File: src/rtl/cmd_link_pkg.sv
// Shared definitions for the command link initiator.
//   state_t  : initiator FSM states
//   status_t : response status codes reported on rsp_status
//   RW_BIT   : bit position of the read/write flag in the command byte
//   ID_W     : register id width
//   SIZE_W   : payload size field width
package cmd_link_pkg;

    localparam int RW_BIT = 7;
    localparam int ID_W   = 7;
    localparam int SIZE_W = 8;

    typedef enum logic [2:0] {
        ST_IDLE,
        ST_WAIT_CTS,
        ST_SEND_CMD,
        ST_SEND_SIZE,
        ST_SEND_DATA,
        ST_RECV_DATA,
        ST_FINISH
    } state_t;

    typedef enum logic [1:0] {
        STATUS_OK       = 2'd0,
        STATUS_BAD_SIZE = 2'd1,
        STATUS_TIMEOUT  = 2'd2,
        STATUS_RX_ERROR = 2'd3
    } status_t;

endpackage

File: src/rtl/cmd_watchdog.sv
// Wait-phase watchdog for the command initiator.
//   clk     : system clock
//   reset   : synchronous, active-high
//   clear   : restart the count from zero (state entry / byte progress)
//   enable  : count only while the initiator is in a wait phase
//   expired : high during the TIMEOUT_CYCLES-th cycle since the last clear
module cmd_watchdog #(
    parameter int TIMEOUT_CYCLES = 50000
) (
    input  logic clk,
    input  logic reset,
    input  logic clear,
    input  logic enable,
    output logic expired
);

    localparam int CNT_W = $clog2(TIMEOUT_CYCLES + 1);
    localparam logic [CNT_W-1:0] LAST = CNT_W'(TIMEOUT_CYCLES - 1);

    logic [CNT_W-1:0] count;

    // Count saturates at LAST so a stalled consumer cannot wrap it back.
    always_ff @(posedge clk) begin
        if (reset || clear || !enable) begin
            count <= '0;
        end else if (count != LAST) begin
            count <= count + CNT_W'(1);
        end
    end

    // Flag in the last allowed cycle so the FSM is in FINISH exactly
    // TIMEOUT_CYCLES cycles after entering the wait phase.
    assign expired = enable && (count == LAST);

endmodule

File: src/rtl/cmd_initiator.sv
// Command initiator: accepts one host command, sends it over a UART link
// ({rw,id}, size, then payload for writes), collects the payload for reads,
// and returns one response pulse with status and read data.
//   clk, reset                     : clock, synchronous active-high reset
//   req_valid/req_ready            : host command handshake
//   req_rw, req_id, req_size,
//   req_wdata                      : command fields (byte k = bits [8k+7:8k])
//   rsp_valid, rsp_rdata, rsp_status : one-cycle response, fields held after
//   tx_write, tx_byte, tx_done     : UART transmitter interface
//   rx_byte, rx_done, rx_error     : UART receiver interface
//   uart_rts (out), uart_cts (in)  : active-low flow control
module cmd_initiator
    import cmd_link_pkg::*;
#(
    parameter int MAX_PAYLOAD_BYTES = 8,
    parameter int TIMEOUT_CYCLES    = 50000
) (
    input  logic                           clk,
    input  logic                           reset,
    input  logic                           req_valid,
    output logic                           req_ready,
    input  logic                           req_rw,
    input  logic [ID_W-1:0]                req_id,
    input  logic [SIZE_W-1:0]              req_size,
    input  logic [8*MAX_PAYLOAD_BYTES-1:0] req_wdata,
    output logic                           rsp_valid,
    output logic [8*MAX_PAYLOAD_BYTES-1:0] rsp_rdata,
    output logic [1:0]                     rsp_status,
    output logic                           tx_write,
    output logic [7:0]                     tx_byte,
    input  logic                           tx_done,
    input  logic [7:0]                     rx_byte,
    input  logic                           rx_done,
    input  logic                           rx_error,
    output logic                           uart_rts,
    input  logic                           uart_cts
);

    localparam int IDX_W = $clog2(MAX_PAYLOAD_BYTES) + 1;
    localparam int PAY_W = 8 * MAX_PAYLOAD_BYTES;
    localparam logic [SIZE_W-1:0] MAX_SIZE = SIZE_W'(MAX_PAYLOAD_BYTES);

    state_t             state, state_d;
    logic               rw_q;
    logic [ID_W-1:0]    id_q;
    logic [SIZE_W-1:0]  size_q;
    logic [PAY_W-1:0]   wdata_q;
    logic [PAY_W-1:0]   rdata_q, rdata_n;
    logic [IDX_W-1:0]   idx;
    logic               sent;        // current byte already handed to the transmitter

    logic               accept, size_bad, idx_last;
    logic               send_now, tx_adv, rx_store, finish;
    logic [7:0]         send_byte;
    status_t            fin_status;
    logic               wd_clear, wd_enable, wd_expired;

    assign req_ready = (state == ST_IDLE) && uart_cts;
    assign size_bad  = (req_size == '0) || (req_size > MAX_SIZE);
    assign idx_last  = (SIZE_W'(idx) == size_q - SIZE_W'(1));

    always_comb begin
        state_d    = state;
        accept     = 1'b0;
        send_now   = 1'b0;
        send_byte  = '0;
        tx_adv     = 1'b0;
        rx_store   = 1'b0;
        finish     = 1'b0;
        fin_status = STATUS_OK;
        case (state)
            ST_IDLE: begin
                if (req_valid && req_ready) begin
                    accept = 1'b1;
                    if (size_bad) begin
                        state_d    = ST_FINISH;
                        finish     = 1'b1;
                        fin_status = STATUS_BAD_SIZE;
                    end else begin
                        state_d = ST_WAIT_CTS;
                    end
                end
            end
            ST_WAIT_CTS: begin
                if (!uart_cts) begin
                    state_d = ST_SEND_CMD;
                end else if (wd_expired) begin
                    state_d    = ST_FINISH;
                    finish     = 1'b1;
                    fin_status = STATUS_TIMEOUT;
                end
            end
            ST_SEND_CMD: begin
                if (!sent) begin
                    send_now             = 1'b1;
                    send_byte[RW_BIT]    = rw_q;
                    send_byte[ID_W-1:0]  = id_q;
                end else if (tx_done) begin
                    tx_adv  = 1'b1;
                    state_d = ST_SEND_SIZE;
                end else if (wd_expired) begin
                    state_d    = ST_FINISH;
                    finish     = 1'b1;
                    fin_status = STATUS_TIMEOUT;
                end
            end
            ST_SEND_SIZE: begin
                if (!sent) begin
                    send_now  = 1'b1;
                    send_byte = size_q;
                end else if (tx_done) begin
                    tx_adv  = 1'b1;
                    state_d = rw_q ? ST_SEND_DATA : ST_RECV_DATA;
                end else if (wd_expired) begin
                    state_d    = ST_FINISH;
                    finish     = 1'b1;
                    fin_status = STATUS_TIMEOUT;
                end
            end
            ST_SEND_DATA: begin
                if (!sent) begin
                    send_now  = 1'b1;
                    send_byte = wdata_q[int'(idx)*8 +: 8];
                end else if (tx_done) begin
                    tx_adv = 1'b1;
                    if (idx_last) begin
                        state_d = ST_FINISH;
                        finish  = 1'b1;
                    end
                end else if (wd_expired) begin
                    state_d    = ST_FINISH;
                    finish     = 1'b1;
                    fin_status = STATUS_TIMEOUT;
                end
            end
            ST_RECV_DATA: begin
                // A fault on the byte wins over a simultaneous rx_done.
                if (rx_error) begin
                    state_d    = ST_FINISH;
                    finish     = 1'b1;
                    fin_status = STATUS_RX_ERROR;
                end else if (rx_done) begin
                    rx_store = 1'b1;
                    if (idx_last) begin
                        state_d = ST_FINISH;
                        finish  = 1'b1;
                    end
                end else if (wd_expired) begin
                    state_d    = ST_FINISH;
                    finish     = 1'b1;
                    fin_status = STATUS_TIMEOUT;
                end
            end
            ST_FINISH: begin
                state_d = ST_IDLE;
            end
            default: begin
                state_d = ST_IDLE;
            end
        endcase
    end

    // Capture register as it will look after this cycle; the response
    // snapshot uses it so the final received byte is included.
    always_comb begin
        rdata_n = rdata_q;
        if (accept) begin
            rdata_n = '0;
        end else if (rx_store) begin
            rdata_n[int'(idx)*8 +: 8] = rx_byte;
        end
    end

    assign wd_enable = (state == ST_WAIT_CTS)  || (state == ST_SEND_CMD) ||
                       (state == ST_SEND_SIZE) || (state == ST_SEND_DATA) ||
                       (state == ST_RECV_DATA);
    assign wd_clear  = (state_d != state) || tx_done || rx_done;

    cmd_watchdog #(
        .TIMEOUT_CYCLES (TIMEOUT_CYCLES)
    ) u_watchdog (
        .clk     (clk),
        .reset   (reset),
        .clear   (wd_clear),
        .enable  (wd_enable),
        .expired (wd_expired)
    );

    always_ff @(posedge clk) begin
        if (reset) begin
            state      <= ST_IDLE;
            sent       <= 1'b0;
            idx        <= '0;
            rdata_q    <= '0;
            uart_rts   <= 1'b1;
            tx_write   <= 1'b0;
            tx_byte    <= '0;
            rsp_valid  <= 1'b0;
            rsp_status <= '0;
            rsp_rdata  <= '0;
        end else begin
            state     <= state_d;
            tx_write  <= send_now;
            rsp_valid <= finish;
            rdata_q   <= rdata_n;
            if (send_now) begin
                tx_byte <= send_byte;
            end
            if ((state_d != state) || tx_adv) begin
                sent <= 1'b0;
            end else if (send_now) begin
                sent <= 1'b1;
            end
            if (accept) begin
                idx <= '0;
            end else if (rx_store || (tx_adv && (state == ST_SEND_DATA))) begin
                idx <= idx + IDX_W'(1);
            end
            if (accept && !size_bad) begin
                uart_rts <= 1'b0;
            end else if (finish) begin
                uart_rts <= 1'b1;
            end
            if (finish) begin
                rsp_status <= fin_status;
                rsp_rdata  <= rdata_n;
            end
        end
    end

    // Command fields only matter after an accept, so they carry no reset.
    always_ff @(posedge clk) begin
        if (accept) begin
            rw_q    <= req_rw;
            id_q    <= req_id;
            size_q  <= req_size;
            wdata_q <= req_wdata;
        end
    end

endmodule

File: config.mk
export PLATFORM = sky130hd
export DESIGN_NAME = cmd_initiator
export DESIGN_NICKNAME = d
export VERILOG_FILES = /design/src/rtl/cmd_link_pkg.sv /design/src/rtl/cmd_watchdog.sv /design/src/rtl/cmd_initiator.sv
export SDC_FILE = /design/constraint.sdc
export NUM_CORES = 1
export LEC_CHECK = 0
export ABC_AREA = 1
export CAP_MARGIN = 10
export CORE_MARGIN = 2
export CORE_UTILIZATION = 65
export DETAILED_ROUTE_END_ITERATION = 10
export DONT_BUFFER_PORTS = 1
export PLACE_DENSITY = 0.81
export SYNTH_ARGS = -nofsm -noshare
export SYNTH_HDL_FRONTEND = slang
export SYNTH_SLANG_ARGS = --single-unit
File: constraint.sdc
create_clock -name clk -period 6.6 [get_ports clk]
set_input_delay 1.32 -clock clk [delete_from_list [all_inputs] [get_ports clk]]
set_output_delay 1.32 -clock clk [all_outputs]
set_load 0.01 [all_outputs]
==> results.toml <==
[status]
outcome = "finished clean"

[worst_setup_path]
critPathKind = "flip-flop to flip-flop"
data_arrival_time_at_the_worst_slack_endpoint_ns = 4.46
worstPathCellList = "inv_1 -> ha_1 -> clkinv_1 -> nor2_1 -> nand2_1 -> nor3_2 -> inv_1 -> nor2_1 -> nor4_2 -> nor2_1 -> nor2_1"
worst_path_largest_cell_delay_ns = 0.74
cp_common_cell = "nor2_1"
rr_startpoint = "idx[1]"
regToRegSetupSlack_ns = 2.54
worstSetupStartpoint = "idx[1]"
crit_path_start_kind = "flip-flop"
critical_path_maximum_fanout = 21
regToRegEndpoint = "rsp_rdata[55]"
critical_path.top_delay_family = "simple AND/OR/NAND/NOR gates"
r2r.worst_path.cells = 11
cp_data_required_time_ns = 7.00
slowest_stage = "dfxtp_1"
cp.buffers_inverters = 3
endpoint_kind = "flip-flop"

[place]
portBuffers = 0
detailedPlacementHpwl_um = 16100
gp_routability_congestion = 0.893
dpl_cell_area_sq_um = 10200
dp_slack_ns = 2.19

[pwr]
vdd.ir_drop.worst_mv = 0.306
p_int_mw = 2.47
power.density_cell_area_nw_per_um2 = 290
switchingPower_mw = 0.725
clock_power_share = 0.422
power.switching_fraction = 0.227
p_leak_nw = 4.26
share_seq_of_total_power = 0.523
share_comb_of_total_power = 0.055

[timing]
period_share = 0.615
tns_ns = 0
holdWs_ns = 0.462
worst-slew-pin-transition_ns = 1.03
setup_repair_after_global_routing_missed_its_margin = "false"
slew_headroom = 0.313
worst_slack_ns = 2.54
achievable-frequency_ghz = 0.246
period_minus_slack_ns = 4.06
setup_viol = 0
final_hold_violating_endpoints = 0
final_max_slew_viol_count = 0
skew_ns = 0.00892

[die]
boundaryPins = 173
floorplan.initialDensity = 0.669
fp.dieArea_sq_um = 16700
fp.coreArea_sq_um = 15300
core.rowCount = 45
die_height_um = 129
chipWidth_um = 129

[worst_hold_path]
hp-start = "rdata_q[60]"
worst_hold_path_type = "flip-flop to flip-flop"
worstHoldEndpoint = "rdata_q[60]"
hold_critical_path_depth = 2

[final_layout]
nets = 1263
fillCellCount = 1136
final_common_cell = "nor2_1"
synthToLayoutAreaGrowth_pct = 7.82
layout.core_utilization = 0.721
most-common-layout-cells = "nor2_1, nand2_1, dfxtp_1, inv_1, o21ai_0"
post-route-cell-area_sq_um = 11000
layout-drive-gt1-share = 0.0814
insertedDiodeCount = 0

[global_route]
groute.layer.met3.usage = 0.0892
grt_pass1_wl_um = 36900
layer_carrying_the_most_global_route_usage = "met2"
grt_util_all_layers = 0.278
grt_start_max_net_pins = 87
number_of_global_route_vias_before_repair = 7371
grt_antenna_before_repair = 0
gr-total-overflow = 0
groute.layer.met2.usage = 0.438
grt.met1_usage = 0.374

[synthesis]
syn-mean-instance-area_sq_um = 8.63
yosys-top-cells-area = "dfxtp_1, edfxtp_1, nor2_1, nand2_1, o21ai_0"
ys_seq_elements = 245
post_synth_instance_area_sq_um = 10200
netlist.top_cell.by_area = "dfxtp_1"
synthCells = 1182
ys_warn_count = 0
synth.top_cell.area_share = 0.324
synth.distinct_cells = 50
synth_nets = 1282
synth-seq-area-share = 0.559

[route]
drc = 0
drt-wirelength-per-cell_um = 16.7
drtAntennaViolNets = 0
dr_total_vias = 7888
routed_via_density = 5.67
finalWirelength_um = 23200
detail_route.iter0.violations = 664
drt_pass1_iterations = 5

[clock_network]
cts_tree = "built"
cts-buffers-inserted = 25
post_cts_resized = 0
clkSlewWorstSetupHoldPaths_ns = 0.06
cts_hold_repair.buffers = 0
cts.root.buffer_cell = "clkbuf_16"
insertion_delay_ns = 0.51
postCtsSetupBuffers = 0
clockBufferDepth = 3
clkSinkCount = 245
clock_tree.htree_level_count = 1

[run]
maxCapViolations = 0
final cells by class:
class	instances	area, sq um	share of cell area
well taps	211	264	0.0240
flip-flops and latches	245	5710	0.519
inverters	103	394	0.0358
clock buffers	38	767	0.0697
clock inverters	6	30.0	0.00273
repair buffers	3	22.5	0.00205
multi-input cells	785	3820	0.347
kinds of logic (layout without fill, tap and decap cells):
| family | Yosys count | count (layout) | share of synthesized area |
|---|---|---|---|
| XOR/XNOR | 13 | 13 | 0.0112 |
| AND/OR/NAND/NOR | 576 | 576 | 0.247 |
| AO/OA/AOI/OAI | 190 | 190 | 0.109 |
| adder cells (fa/ha/maj) | 5 | 5 | 0.00613 |
| flip-flops | 245 | 245 | 0.559 |
| buffers and inverters | 152 | 150 | 0.0666 |
| multiplexers | 1 | 1 | 0.000981 |
stage by stage:
stage	cells	total power [mW]
after floorplan	1182	1.84
after CTS	1391	3.21
final	1391	3.20
after global placement	1347	1.87
after global routing	1391	3.30
after detailed placement	1347	1.88
flip-flops by register name (all words and copies together), names as in the netlist, 2 cells and up:
register,flops
u_watchdog.count,16
tx_byte,8
rsp_rdata,64
idx,4
wdata_q,64
size_q,8
id_q,7
rsp_status,2
rdata_q,64
state,3
worst min-delay path: cells and delay by family (launching register included):
family / cells / cell delay, ns
flip-flops: 1 / 0.29
buffers and inverters: 1 / 0.05
AO/OA/AOI/OAI: 1 / 0.07
metal layers:
metal	share of wire	vias to the layer above
li1	-	3849
met1	0.42	3649
met2	0.45	350
met3	0.11	40
met4	0.020	0
met5	0	-
cell usage after synthesis (all sizes together):
cell and instances:
xnor2 3, nand4 18, xor2 10, o221ai 8, nor3b 1, nand3 51
clkbuf 21, o21a 2, clkinv 2, o22ai 16, nand2 185, o211ai 6
buf 28, edfxtp 80, ha 5, nor2 293, a21oi 57, dfxtp 165
or2 1, a31oi 2, o21ai 87, a211oi 11, o31ai 1, nor4 2
mux2i 1, nand3b 1, nor3 24, inv 101
how the worst max path moves through the flow:
stage | depth (start not counted) | endpoint | slack, ns
floorplan | 14 | rsp_rdata[59] | 3.31
global placement | 13 | rsp_rdata[14] | 2.26
detailed placement | 13 | rsp_rdata[34] | 2.19
CTS | 11 | rsp_rdata[55] | 2.57
global route | 11 | rsp_rdata[55] | 2.07
finish | 11 | rsp_rdata[55] | 2.54
power groups by stage:
stage	combinational [mW]	clock (mW)	sequential, mW
after detailed placement	0.172	0	1.70
after CTS	0.175	1.37	1.67
final	0.175	1.35	1.67
after floorplan	0.148	0	1.69
after global placement	0.167	0	1.70
after global routing	0.199	1.42	1.68
Note: power is estimated with default switching activity, not from simulation.
